**config.mk**
```make
export PLATFORM = sky130hd
export DESIGN_NAME = mul_rs_flat
export DESIGN_NICKNAME = d
export VERILOG_FILES = /design/src/rtl/mul_rs_pkg.sv /design/src/rtl/mul_rs_if.sv /design/src/rtl/mul_rs_pick.sv /design/src/rtl/mul_rs.sv /design/src/flat_wrapper.sv
export SDC_FILE = /design/constraint.sdc
export NUM_CORES = 1
export LEC_CHECK = 0
export BUFFER_PORTS_ARGS = -buffer_cell sky130_fd_sc_hd__buf_2
export CORE_MARGIN = 4
export CORE_UTILIZATION = 50
export DETAILED_ROUTE_END_ITERATION = 16
export MAX_ROUTING_LAYER = met4
export PLACE_DENSITY = 0.86
export SLEW_MARGIN = 20
export SYNTH_ARGS = -nofsm -noshare
export SYNTH_HDL_FRONTEND = slang
export SYNTH_HIERARCHICAL = 1
export SYNTH_SLANG_ARGS = --single-unit
```
**constraint.sdc**
```tcl
create_clock -name clk -period 2.1 [get_ports clk]
set_input_delay 0.105 -clock clk [delete_from_list [all_inputs] [get_ports clk]]
set_output_delay 0.105 -clock clk [all_outputs]
set_load 0.02 [all_outputs]
```
**src/rtl/mul_rs_pkg.sv**
```systemverilog
// Shared types and constants for the multiply reservation station.
// Optional build macro: MUL_RS_OLDEST_FIRST_EN (oldest-ready dispatch order).
package mul_rs_pkg;

  localparam int XLEN       = 32;
  localparam int RS_TAG_W   = 4;
  localparam int FU_MUL_LAT = 7;

  // One reservation-station slot. exec marks the op that currently owns the multiplier.
  typedef struct packed {
    logic                busy;
    logic [RS_TAG_W-1:0] dest;
    logic                rj;
    logic                rk;
    logic [XLEN-1:0]     vj;
    logic [XLEN-1:0]     vk;
    logic [RS_TAG_W-1:0] qj;
    logic [RS_TAG_W-1:0] qk;
    logic                exec;
  } rs_entry_t;

  // Index width that stays legal for a single-entry station.
  function automatic int idx_width(input int n);
    return (n > 32'sd1) ? $clog2(n) : 32'sd1;
  endfunction

endpackage

```
**src/rtl/mul_rs_if.sv**
```systemverilog
// Issue / CDB / multiplier / result-buffer bundle of the multiply reservation station.
// Optional build macro: MUL_RS_OLDEST_FIRST_EN (does not change this bundle).
interface mul_rs_if
  import mul_rs_pkg::*;
#(
  parameter int TAG_W = RS_TAG_W
) ();

  logic             issue_valid;
  logic             issue_ready;
  logic [TAG_W-1:0] issue_dest;
  logic             issue_rj;
  logic             issue_rk;
  logic [XLEN-1:0]  issue_vj;
  logic [XLEN-1:0]  issue_vk;
  logic [TAG_W-1:0] issue_qj;
  logic [TAG_W-1:0] issue_qk;

  logic             cdb_valid;
  logic [TAG_W-1:0] cdb_tag;
  logic [XLEN-1:0]  cdb_data;

  logic             fu_en;
  logic [XLEN-1:0]  fu_a;
  logic [XLEN-1:0]  fu_b;
  logic [XLEN-1:0]  fu_res;
  logic             fu_finish;

  logic             out_valid;
  logic [TAG_W-1:0] out_tag;
  logic [XLEN-1:0]  out_data;
  logic             out_grant;

  // Environment side: dispatcher, CDB, multiplier and arbiter.
  modport master (
    output issue_valid, issue_dest, issue_rj, issue_rk, issue_vj, issue_vk, issue_qj, issue_qk,
    output cdb_valid, cdb_tag, cdb_data,
    output fu_res, fu_finish, out_grant,
    input  issue_ready, fu_en, fu_a, fu_b, out_valid, out_tag, out_data
  );

  // Reservation-station side.
  modport slave (
    input  issue_valid, issue_dest, issue_rj, issue_rk, issue_vj, issue_vk, issue_qj, issue_qk,
    input  cdb_valid, cdb_tag, cdb_data,
    input  fu_res, fu_finish, out_grant,
    output issue_ready, fu_en, fu_a, fu_b, out_valid, out_tag, out_data
  );

endinterface

```
**src/rtl/mul_rs_pick.sv**
```systemverilog
// Ready-entry selector: one-hot grant plus binary index of the winning entry.
// Optional build macro: MUL_RS_OLDEST_FIRST_EN selects the smallest age rank
// (oldest op) instead of the lowest index.
module mul_rs_pick
  import mul_rs_pkg::*;
#(
  parameter  int DEPTH = 2,
  localparam int IDX_W = idx_width(DEPTH)
) (
  input  logic [DEPTH-1:0]            ready_i,
`ifdef MUL_RS_OLDEST_FIRST_EN
  input  logic [DEPTH-1:0][IDX_W-1:0] age_i,
`endif
  output logic [DEPTH-1:0]            grant_o,
  output logic [IDX_W-1:0]            idx_o,
  output logic                        any_o
);

  logic [DEPTH-1:0] take_s;
`ifdef MUL_RS_OLDEST_FIRST_EN
  logic [IDX_W-1:0] best_age_s;
`endif

  // Scan entries and keep the current winner; ranks are unique so no tie-break is needed
  always_comb begin
    take_s = '0;
    idx_o  = '0;
    any_o  = 1'b0;
`ifdef MUL_RS_OLDEST_FIRST_EN
    best_age_s = '0;
    for (int i = 0; i < DEPTH; i++) begin
      take_s[i]  = ready_i[i] & (~any_o | (age_i[i] < best_age_s));
      idx_o      = take_s[i] ? IDX_W'(i) : idx_o;
      best_age_s = take_s[i] ? age_i[i] : best_age_s;
      any_o      = any_o | ready_i[i];
    end
`else
    for (int i = 0; i < DEPTH; i++) begin
      take_s[i] = ready_i[i] & ~any_o;
      idx_o     = take_s[i] ? IDX_W'(i) : idx_o;
      any_o     = any_o | ready_i[i];
    end
`endif
  end

  // Expand the winning index to a one-hot grant
  always_comb begin
    grant_o = '0;
    for (int i = 0; i < DEPTH; i++) begin
      grant_o[i] = any_o & (idx_o == IDX_W'(i));
    end
  end

endmodule

```
**src/rtl/mul_rs.sv**
```systemverilog
// Multiply reservation station: buffers issued MUL ops, wakes operands from the
// CDB, feeds one op at a time to the multiplier and holds its product until the
// CDB arbiter grants it. After reset a drain window ignores late finish pulses
// from a multiplier that was not reset.
// Optional build macro: MUL_RS_OLDEST_FIRST_EN (dispatch oldest ready op).
module mul_rs
  import mul_rs_pkg::*;
#(
  parameter int DEPTH  = 2,
  parameter int TAG_W  = RS_TAG_W,
  parameter int FU_LAT = FU_MUL_LAT
) (
  input  logic     clk,
  input  logic     rst,
  mul_rs_if.slave  bus
);

  localparam int IDX_W = idx_width(DEPTH);
  localparam int DRN_W = idx_width(FU_LAT + 1);

  rs_entry_t        ent_q [DEPTH];
  rs_entry_t        ent_d [DEPTH];
  rs_entry_t        new_ent_s;
  logic             fu_busy_q, fu_busy_d;
  logic [IDX_W-1:0] exec_idx_q, exec_idx_d;
  logic [DRN_W-1:0] drain_q, drain_d;
  logic             fu_en_q, fu_en_d;
  logic [XLEN-1:0]  fu_a_q, fu_a_d;
  logic [XLEN-1:0]  fu_b_q, fu_b_d;
  logic             out_valid_q, out_valid_d;
  logic [TAG_W-1:0] out_tag_q, out_tag_d;
  logic [XLEN-1:0]  out_data_q, out_data_d;

  logic [DEPTH-1:0] ready_s;
  logic [DEPTH-1:0] pick_grant_s;
  logic [IDX_W-1:0] pick_idx_s;
  logic             pick_any_s;
  logic [IDX_W-1:0] alloc_idx_s;
  logic             alloc_any_s;
  logic             issue_ready_s;
  logic             issue_fire_s;
  logic             drain_zero_s;
  logic             dispatch_s;
  logic             complete_s;

`ifdef MUL_RS_OLDEST_FIRST_EN
  logic [DEPTH-1:0][IDX_W-1:0] age_q, age_d;
  logic [IDX_W:0]              busy_cnt_s;
  logic [IDX_W-1:0]            freed_rank_s;
`endif

  function automatic logic tag_hit(input logic v, input logic [TAG_W-1:0] q,
                                   input logic [TAG_W-1:0] t);
    return v & (q == t);
  endfunction

  // Lowest free slot for allocation and per-entry dispatch readiness, from registered state
  always_comb begin
    alloc_idx_s = '0;
    alloc_any_s = 1'b0;
    ready_s     = '0;
    for (int i = 0; i < DEPTH; i++) begin
      alloc_idx_s = (~ent_q[i].busy & ~alloc_any_s) ? IDX_W'(i) : alloc_idx_s;
      alloc_any_s = alloc_any_s | ~ent_q[i].busy;
      ready_s[i]  = ent_q[i].busy & ent_q[i].rj & ent_q[i].rk & ~ent_q[i].exec;
    end
  end

  mul_rs_pick #(.DEPTH(DEPTH)) u_pick (
    .ready_i (ready_s),
`ifdef MUL_RS_OLDEST_FIRST_EN
    .age_i   (age_q),
`endif
    .grant_o (pick_grant_s),
    .idx_o   (pick_idx_s),
    .any_o   (pick_any_s)
  );

  assign issue_ready_s   = ~rst & alloc_any_s;
  assign issue_fire_s    = bus.issue_valid & issue_ready_s;
  assign drain_zero_s    = (drain_q == '0);
  assign dispatch_s      = drain_zero_s & ~fu_busy_q & ~out_valid_q & pick_any_s;
  assign complete_s      = bus.fu_finish & fu_busy_q & drain_zero_s;
  assign bus.issue_ready = issue_ready_s;
  assign bus.fu_en       = fu_en_q;
  assign bus.fu_a        = fu_a_q;
  assign bus.fu_b        = fu_b_q;
  assign bus.out_valid   = out_valid_q;
  assign bus.out_tag     = out_tag_q;
  assign bus.out_data    = out_data_q;

  // Incoming op, forwarding a same-cycle CDB broadcast so the operand is not lost
  always_comb begin
    new_ent_s      = '0;
    new_ent_s.busy = 1'b1;
    new_ent_s.dest = bus.issue_dest;
    new_ent_s.qj   = bus.issue_qj;
    new_ent_s.qk   = bus.issue_qk;
    if (!bus.issue_rj && tag_hit(bus.cdb_valid, bus.issue_qj, bus.cdb_tag)) begin
      new_ent_s.rj = 1'b1;
      new_ent_s.vj = bus.cdb_data;
    end else begin
      new_ent_s.rj = bus.issue_rj;
      new_ent_s.vj = bus.issue_vj;
    end
    if (!bus.issue_rk && tag_hit(bus.cdb_valid, bus.issue_qk, bus.cdb_tag)) begin
      new_ent_s.rk = 1'b1;
      new_ent_s.vk = bus.cdb_data;
    end else begin
      new_ent_s.rk = bus.issue_rk;
      new_ent_s.vk = bus.issue_vk;
    end
  end

  // Entry next-state: issue write, CDB snoop, dispatch mark and completion release
  always_comb begin
    for (int i = 0; i < DEPTH; i++) begin
      ent_d[i] = ent_q[i];
      if (issue_fire_s && (alloc_idx_s == IDX_W'(i))) begin
        ent_d[i] = new_ent_s;
      end else begin
        if (ent_q[i].busy && !ent_q[i].rj && tag_hit(bus.cdb_valid, ent_q[i].qj, bus.cdb_tag)) begin
          ent_d[i].rj = 1'b1;
          ent_d[i].vj = bus.cdb_data;
        end else begin
          ent_d[i].rj = ent_q[i].rj;
        end
        if (ent_q[i].busy && !ent_q[i].rk && tag_hit(bus.cdb_valid, ent_q[i].qk, bus.cdb_tag)) begin
          ent_d[i].rk = 1'b1;
          ent_d[i].vk = bus.cdb_data;
        end else begin
          ent_d[i].rk = ent_q[i].rk;
        end
        if (complete_s && (exec_idx_q == IDX_W'(i))) begin
          ent_d[i].busy = 1'b0;
          ent_d[i].exec = 1'b0;
        end else if (dispatch_s && pick_grant_s[i]) begin
          ent_d[i].exec = 1'b1;
        end else begin
          ent_d[i].exec = ent_q[i].exec;
        end
      end
    end
  end

`ifdef MUL_RS_OLDEST_FIRST_EN
  // Age ranks: 0 is the oldest resident op; a release closes the gap above it
  always_comb begin
    busy_cnt_s   = '0;
    freed_rank_s = age_q[exec_idx_q];
    for (int i = 0; i < DEPTH; i++) begin
      busy_cnt_s = busy_cnt_s + {{IDX_W{1'b0}}, ent_q[i].busy};
    end
    for (int i = 0; i < DEPTH; i++) begin
      if (issue_fire_s && (alloc_idx_s == IDX_W'(i))) begin
        age_d[i] = IDX_W'(busy_cnt_s - {{IDX_W{1'b0}}, complete_s});
      end else if (complete_s && ent_q[i].busy && (age_q[i] > freed_rank_s)) begin
        age_d[i] = age_q[i] - IDX_W'(1);
      end else begin
        age_d[i] = age_q[i];
      end
    end
  end
`endif

  // Drain countdown, multiplier handoff and result buffer next-state
  always_comb begin
    drain_d     = drain_zero_s ? drain_q : (drain_q - DRN_W'(1));
    fu_en_d     = dispatch_s;
    fu_a_d      = fu_a_q;
    fu_b_d      = fu_b_q;
    fu_busy_d   = fu_busy_q;
    exec_idx_d  = exec_idx_q;
    out_valid_d = out_valid_q;
    out_tag_d   = out_tag_q;
    out_data_d  = out_data_q;
    if (dispatch_s) begin
      fu_a_d     = ent_q[pick_idx_s].vj;
      fu_b_d     = ent_q[pick_idx_s].vk;
      fu_busy_d  = 1'b1;
      exec_idx_d = pick_idx_s;
    end else if (complete_s) begin
      fu_busy_d = 1'b0;
    end else begin
      fu_busy_d = fu_busy_q;
    end
    if (complete_s) begin
      out_valid_d = 1'b1;
      out_tag_d   = ent_q[exec_idx_q].dest;
      out_data_d  = bus.fu_res;
    end else if (out_valid_q && bus.out_grant) begin
      out_valid_d = 1'b0;
    end else begin
      out_valid_d = out_valid_q;
    end
  end

  // State registers with synchronous reset; drain reloads to cover a late finish
  always_ff @(posedge clk) begin
    if (rst) begin
      for (int i = 0; i < DEPTH; i++) begin
        ent_q[i] <= '0;
      end
      fu_busy_q   <= 1'b0;
      exec_idx_q  <= '0;
      drain_q     <= DRN_W'(FU_LAT);
      fu_en_q     <= 1'b0;
      fu_a_q      <= '0;
      fu_b_q      <= '0;
      out_valid_q <= 1'b0;
      out_tag_q   <= '0;
      out_data_q  <= '0;
`ifdef MUL_RS_OLDEST_FIRST_EN
      age_q       <= '0;
`endif
    end else begin
      for (int i = 0; i < DEPTH; i++) begin
        ent_q[i] <= ent_d[i];
      end
      fu_busy_q   <= fu_busy_d;
      exec_idx_q  <= exec_idx_d;
      drain_q     <= drain_d;
      fu_en_q     <= fu_en_d;
      fu_a_q      <= fu_a_d;
      fu_b_q      <= fu_b_d;
      out_valid_q <= out_valid_d;
      out_tag_q   <= out_tag_d;
      out_data_q  <= out_data_d;
`ifdef MUL_RS_OLDEST_FIRST_EN
      age_q       <= age_d;
`endif
    end
  end

endmodule

```
**src/flat_wrapper.sv**
```systemverilog
// flat-port wrapper written by rule: the top's interface ports become plain ports
module mul_rs_flat import mul_rs_pkg::*;
#(
  parameter int DEPTH  = 2,
  parameter int TAG_W  = RS_TAG_W,
  parameter int FU_LAT = FU_MUL_LAT
)
  (clk, rst, bus_issue_valid, bus_issue_dest, bus_issue_rj, bus_issue_rk, bus_issue_vj, bus_issue_vk, bus_issue_qj, bus_issue_qk, bus_cdb_valid, bus_cdb_tag, bus_cdb_data, bus_fu_res, bus_fu_finish, bus_out_grant, bus_issue_ready, bus_fu_en, bus_fu_a, bus_fu_b, bus_out_valid, bus_out_tag, bus_out_data);
  mul_rs_if #(.TAG_W(TAG_W)) bus_i ();
  input  logic clk;
  input  logic rst;
  input wire logic [$bits(bus_i.issue_valid)-1:0] bus_issue_valid;
  input wire logic [$bits(bus_i.issue_dest)-1:0] bus_issue_dest;
  input wire logic [$bits(bus_i.issue_rj)-1:0] bus_issue_rj;
  input wire logic [$bits(bus_i.issue_rk)-1:0] bus_issue_rk;
  input wire logic [$bits(bus_i.issue_vj)-1:0] bus_issue_vj;
  input wire logic [$bits(bus_i.issue_vk)-1:0] bus_issue_vk;
  input wire logic [$bits(bus_i.issue_qj)-1:0] bus_issue_qj;
  input wire logic [$bits(bus_i.issue_qk)-1:0] bus_issue_qk;
  input wire logic [$bits(bus_i.cdb_valid)-1:0] bus_cdb_valid;
  input wire logic [$bits(bus_i.cdb_tag)-1:0] bus_cdb_tag;
  input wire logic [$bits(bus_i.cdb_data)-1:0] bus_cdb_data;
  input wire logic [$bits(bus_i.fu_res)-1:0] bus_fu_res;
  input wire logic [$bits(bus_i.fu_finish)-1:0] bus_fu_finish;
  input wire logic [$bits(bus_i.out_grant)-1:0] bus_out_grant;
  output wire logic [$bits(bus_i.issue_ready)-1:0] bus_issue_ready;
  output wire logic [$bits(bus_i.fu_en)-1:0] bus_fu_en;
  output wire logic [$bits(bus_i.fu_a)-1:0] bus_fu_a;
  output wire logic [$bits(bus_i.fu_b)-1:0] bus_fu_b;
  output wire logic [$bits(bus_i.out_valid)-1:0] bus_out_valid;
  output wire logic [$bits(bus_i.out_tag)-1:0] bus_out_tag;
  output wire logic [$bits(bus_i.out_data)-1:0] bus_out_data;
  assign bus_i.issue_valid = bus_issue_valid;
  assign bus_i.issue_dest = bus_issue_dest;
  assign bus_i.issue_rj = bus_issue_rj;
  assign bus_i.issue_rk = bus_issue_rk;
  assign bus_i.issue_vj = bus_issue_vj;
  assign bus_i.issue_vk = bus_issue_vk;
  assign bus_i.issue_qj = bus_issue_qj;
  assign bus_i.issue_qk = bus_issue_qk;
  assign bus_i.cdb_valid = bus_cdb_valid;
  assign bus_i.cdb_tag = bus_cdb_tag;
  assign bus_i.cdb_data = bus_cdb_data;
  assign bus_i.fu_res = bus_fu_res;
  assign bus_i.fu_finish = bus_fu_finish;
  assign bus_i.out_grant = bus_out_grant;
  assign bus_issue_ready = bus_i.issue_ready;
  assign bus_fu_en = bus_i.fu_en;
  assign bus_fu_a = bus_i.fu_a;
  assign bus_fu_b = bus_i.fu_b;
  assign bus_out_valid = bus_i.out_valid;
  assign bus_out_tag = bus_i.out_tag;
  assign bus_out_data = bus_i.out_data;
  mul_rs #(.DEPTH(DEPTH), .TAG_W(TAG_W), .FU_LAT(FU_LAT)) u_core (.clk(clk), .rst(rst), .bus(bus_i));
endmodule
```
==> reports/results.txt <==
Outcome: completed
Proportion of synthesized area in mux cells: 11.0%
Max Cap Viol: 0
GR Util All Layers: 30.7%
Worst Hold Depth: 4
Mapped Cells: 1338
Compound-Gate Fraction of Synth Area: 24.2%
Final period utilization: 96.2%
Fraction of registers with async set/reset: 0%
Port Buf Inserts: 254
Ports: 255
First drt pass iteration count: 6
CP Max Fanout: 31
Sw Share: 24.0%
Mapped Area: 12000 um^2
Post-Synth Simple-Gate Area: 12.8%
FMAX: 0.495 GHz
CTS buffer count: 29
Starting Density: 51.0%
Placer Congestion: 0.869
Combinational Power Share: 10.2%
Vias after detailed routing: 12300
Routed length per placed instance: 21.1 um
Pint: 9.16 mW
DRT Wirelength: 42.2 mm
Worst skew pair latency: 0.55 ns
Site row count: 56
P&R area growth vs syn: 33.4%
Clock network power share: 45.6%
Worst r2r path cells: 6
Fraction of layout cells with a size suffix above 1: 23.1%
Total clock sinks: 267
Largest net degree at the start of global routing: 143
Iteration-0 DRC Markers: 1525
Unrepaired setup endpoints after global routing: false
HP Class: input pin to flop
Die Height: 163 um
Tot Pwr: 12.1 mW
Post-Route Skew: 0.0158 ns
Tmin final: 2.02 ns
Xor/xnor cell area share of the yosys netlist: 2.00%
FF+latch count, synth: 267
Data required, critical path: 2.48 ns
Register area share after synthesis: 44.5%
R2r setup slk: 0.08 ns
Avg Cell Area, Syn: 8.98 um^2
Pwr Density: 752 nW/um^2
Final hold vios: 0
Setup TNS: 0 ns
Lkg Pwr: 6.30 nW
DP Wirelength: 24.4 mm
Post-synth EDFFs: 0
Unique masters post-synth: 54
Routed Antenna Nets: 0
Grt ovf: 0
Peak VDD IR: 0.000574 V
Relative slew slack: 30.7%
Kind of critical path: flop to flop
Htree depth: 1
Crit path capture type: flop
Yosys warnings: 6
Largest family of logic cells by synthesized area: compound AO/OA/AOI/OAI gates
Initial antenna violation count: 1
Final setup fails: 0
Syn nets: 1492
Critical Path AT: 2.40 ns
Post-synthesis adder-cell area fraction: 0.208%
First-pass GRT wire length: 64.8 mm
CTS tree: done
Sequential power share: 44.2%
Final Max Slew Viols: 0
Core area: 23500 um^2
DRC viols: 0
P_sw: 2.90 mW
Slew @ Worst Pin: 1.04 ns
Filler cells: 1664
CP startpoint kind: flop
Die span in x: 163 um
Nets@finish: 1816
Max Root-Sink Buffers: 3
Root Driver: clkbuf_16
Die area: 26600 um^2
Reg clk slew, reported paths: 0.06 ns
Vias per std cell: 6.13
Synth Flop Type: dfxtp_1
Vias in the first global route: 12200
-- through the flow --
stage	instance area, um^2	cells	worst slack, ns	hold slack, ns	utilization, %
detailed placement	13700	1823	0.131	0.350	58.2
global placement	13700	1823	0.235	0.345	58.2
CTS	16000	2003	0.0693	0.00128	68.0
floorplan	12000	1338	0.162	0.241	-
global route	16000	2004	0.0170	0.00464	68.1
finish	16000	2005	0.0793	0.00190	68.1
-- state kept, by name, indices dropped and copies added, names as in the netlist --
register and count:
u_core/bus.fu_a 32, u_core/ent_q 160, u_core/fu_busy_q 1, u_core/bus.fu_b 32, u_core/bus.out_tag 4, u_core/bus.out_data 32, u_core/bus.out_valid 1, u_core/bus.fu_en 1
u_core/exec_idx_q 1, u_core/drain_q 3
-- cell type report --
| cell class | instances | area, um^2 | share of cell area, % |
|---|---|---|---|
| multi-input combinational | 932 | 6090 | 38.0 |
| timing repair buffer | 429 | 3120 | 19.5 |
| sequential | 267 | 5350 | 33.4 |
| clock inverter | 8 | 125 | 0.781 |
| clock buffer | 45 | 926 | 5.78 |
| inverter | 3 | 11.3 | 0.0703 |
| antenna | 2 | 5.00 | 0.0312 |
| tap | 319 | 399 | 2.49 |
-- power by group through the flow --
stage | clock network (mW) | logic, mW | registers, mW
finish | 5.50 | 1.23 | 5.32
global route | 5.73 | 1.31 | 5.34
CTS | 5.49 | 1.17 | 5.31
detailed placement | 0 | 0.974 | 5.42
global placement | 0 | 0.942 | 5.41
floorplan | 0 | 0.591 | 5.39
-- worst max-delay path, cell delays in order (launching register included) --
cell and delay (ns):
dfxtp_1 0.32, xnor2_1 0.22, nand3_1 0.25, o41a_1 0.45, buf_4 0.27, a22oi_1 0.22
a21oi_1 0.11
-- synth_stat cells, drive strengths merged (4+ instances only) --
cell type | count | area, um^2
a21oi | 166 | 835
o21ai | 32 | 160
xnor2 | 10 | 110
nor3 | 7 | 50.1
and3 | 19 | 119
a311oi | 4 | 35.0
a22oi | 31 | 233
buf | 50 | 314
a211oi | 110 | 826
nor4 | 4 | 46.3
nand3 | 6 | 35.0
nand2b | 8 | 50.1
mux2i | 132 | 1320
a221oi | 73 | 721
xor2 | 14 | 130
a21boi | 4 | 30.0
clkbuf | 86 | 323
nand2 | 206 | 776
nor2 | 77 | 289
dfxtp | 267 | 5350
-- kinds of logic after synthesis --
family	count (synthesis)
AND/OR/NAND/NOR	346
AO/OA/AOI/OAI	428
multiplexers	132
adder cells (fa/ha/maj)	2
XOR/XNOR	24
buffers and inverters	139
flip-flops	267
-- routing by layer --
| layer | track usage, % | wire, um | part of all wire [%] | vias to the layer above |
|---|---|---|---|---|
| li1 | - | - | - | 5517 |
| met5 | - | 0 | 0 | - |
| met2 | 48.7 | 19900 | 47 | 794 |
| met1 | 37.6 | 16100 | 38 | 5769 |
| met3 | 5.85 | 4060 | 9.6 | 202 |
| met4 | 15.7 | 2200 | 5.2 | 0 |
-- worst paths after layout --
kind                                                              to                                 start
worst max-delay path                u_core/ent_q[0][10]$_SDFFE_PP0P_       u_core/ent_q[0][2]$_SDFFE_PP0P_
worst min register to register  u_core/bus.out_data[10]$_SDFFE_PP0P_  u_core/bus.out_data[10]$_SDFFE_PP0P_
worst min-delay path                   u_core/fu_busy_q$_SDFFE_PP0P_                         bus_fu_finish
worst max register to register      u_core/ent_q[0][10]$_SDFFE_PP0P_       u_core/ent_q[0][2]$_SDFFE_PP0P_
-- timing repair --
item                                   CTS  global route
setup endpoints to repair                0            48
hold buffers                           127             0
setup buffers                            0             0
gates resized for setup                  0             4
endpoints found under the hold margin  162             0
-- placed cells by master, fill, tap and decap left out, drive strengths merged, types with 4 or more instances in the layout --
cell         instances
a211oi             110
nor4                 4
xnor2               10
nand3                6
a311oi               4
clkbuf              46
inv                  4
and3                19
o21ai               32
dfxtp              267
nand2              206
dlygate4sd3        127
a22oi               31
a21boi               4
nor2                77
a21oi              166
nand2b               8
mux2i              132
xor2                14
buf                301
a221oi              73
nor3                 7
No activity file was read; power rests on OpenSTA's default activity.
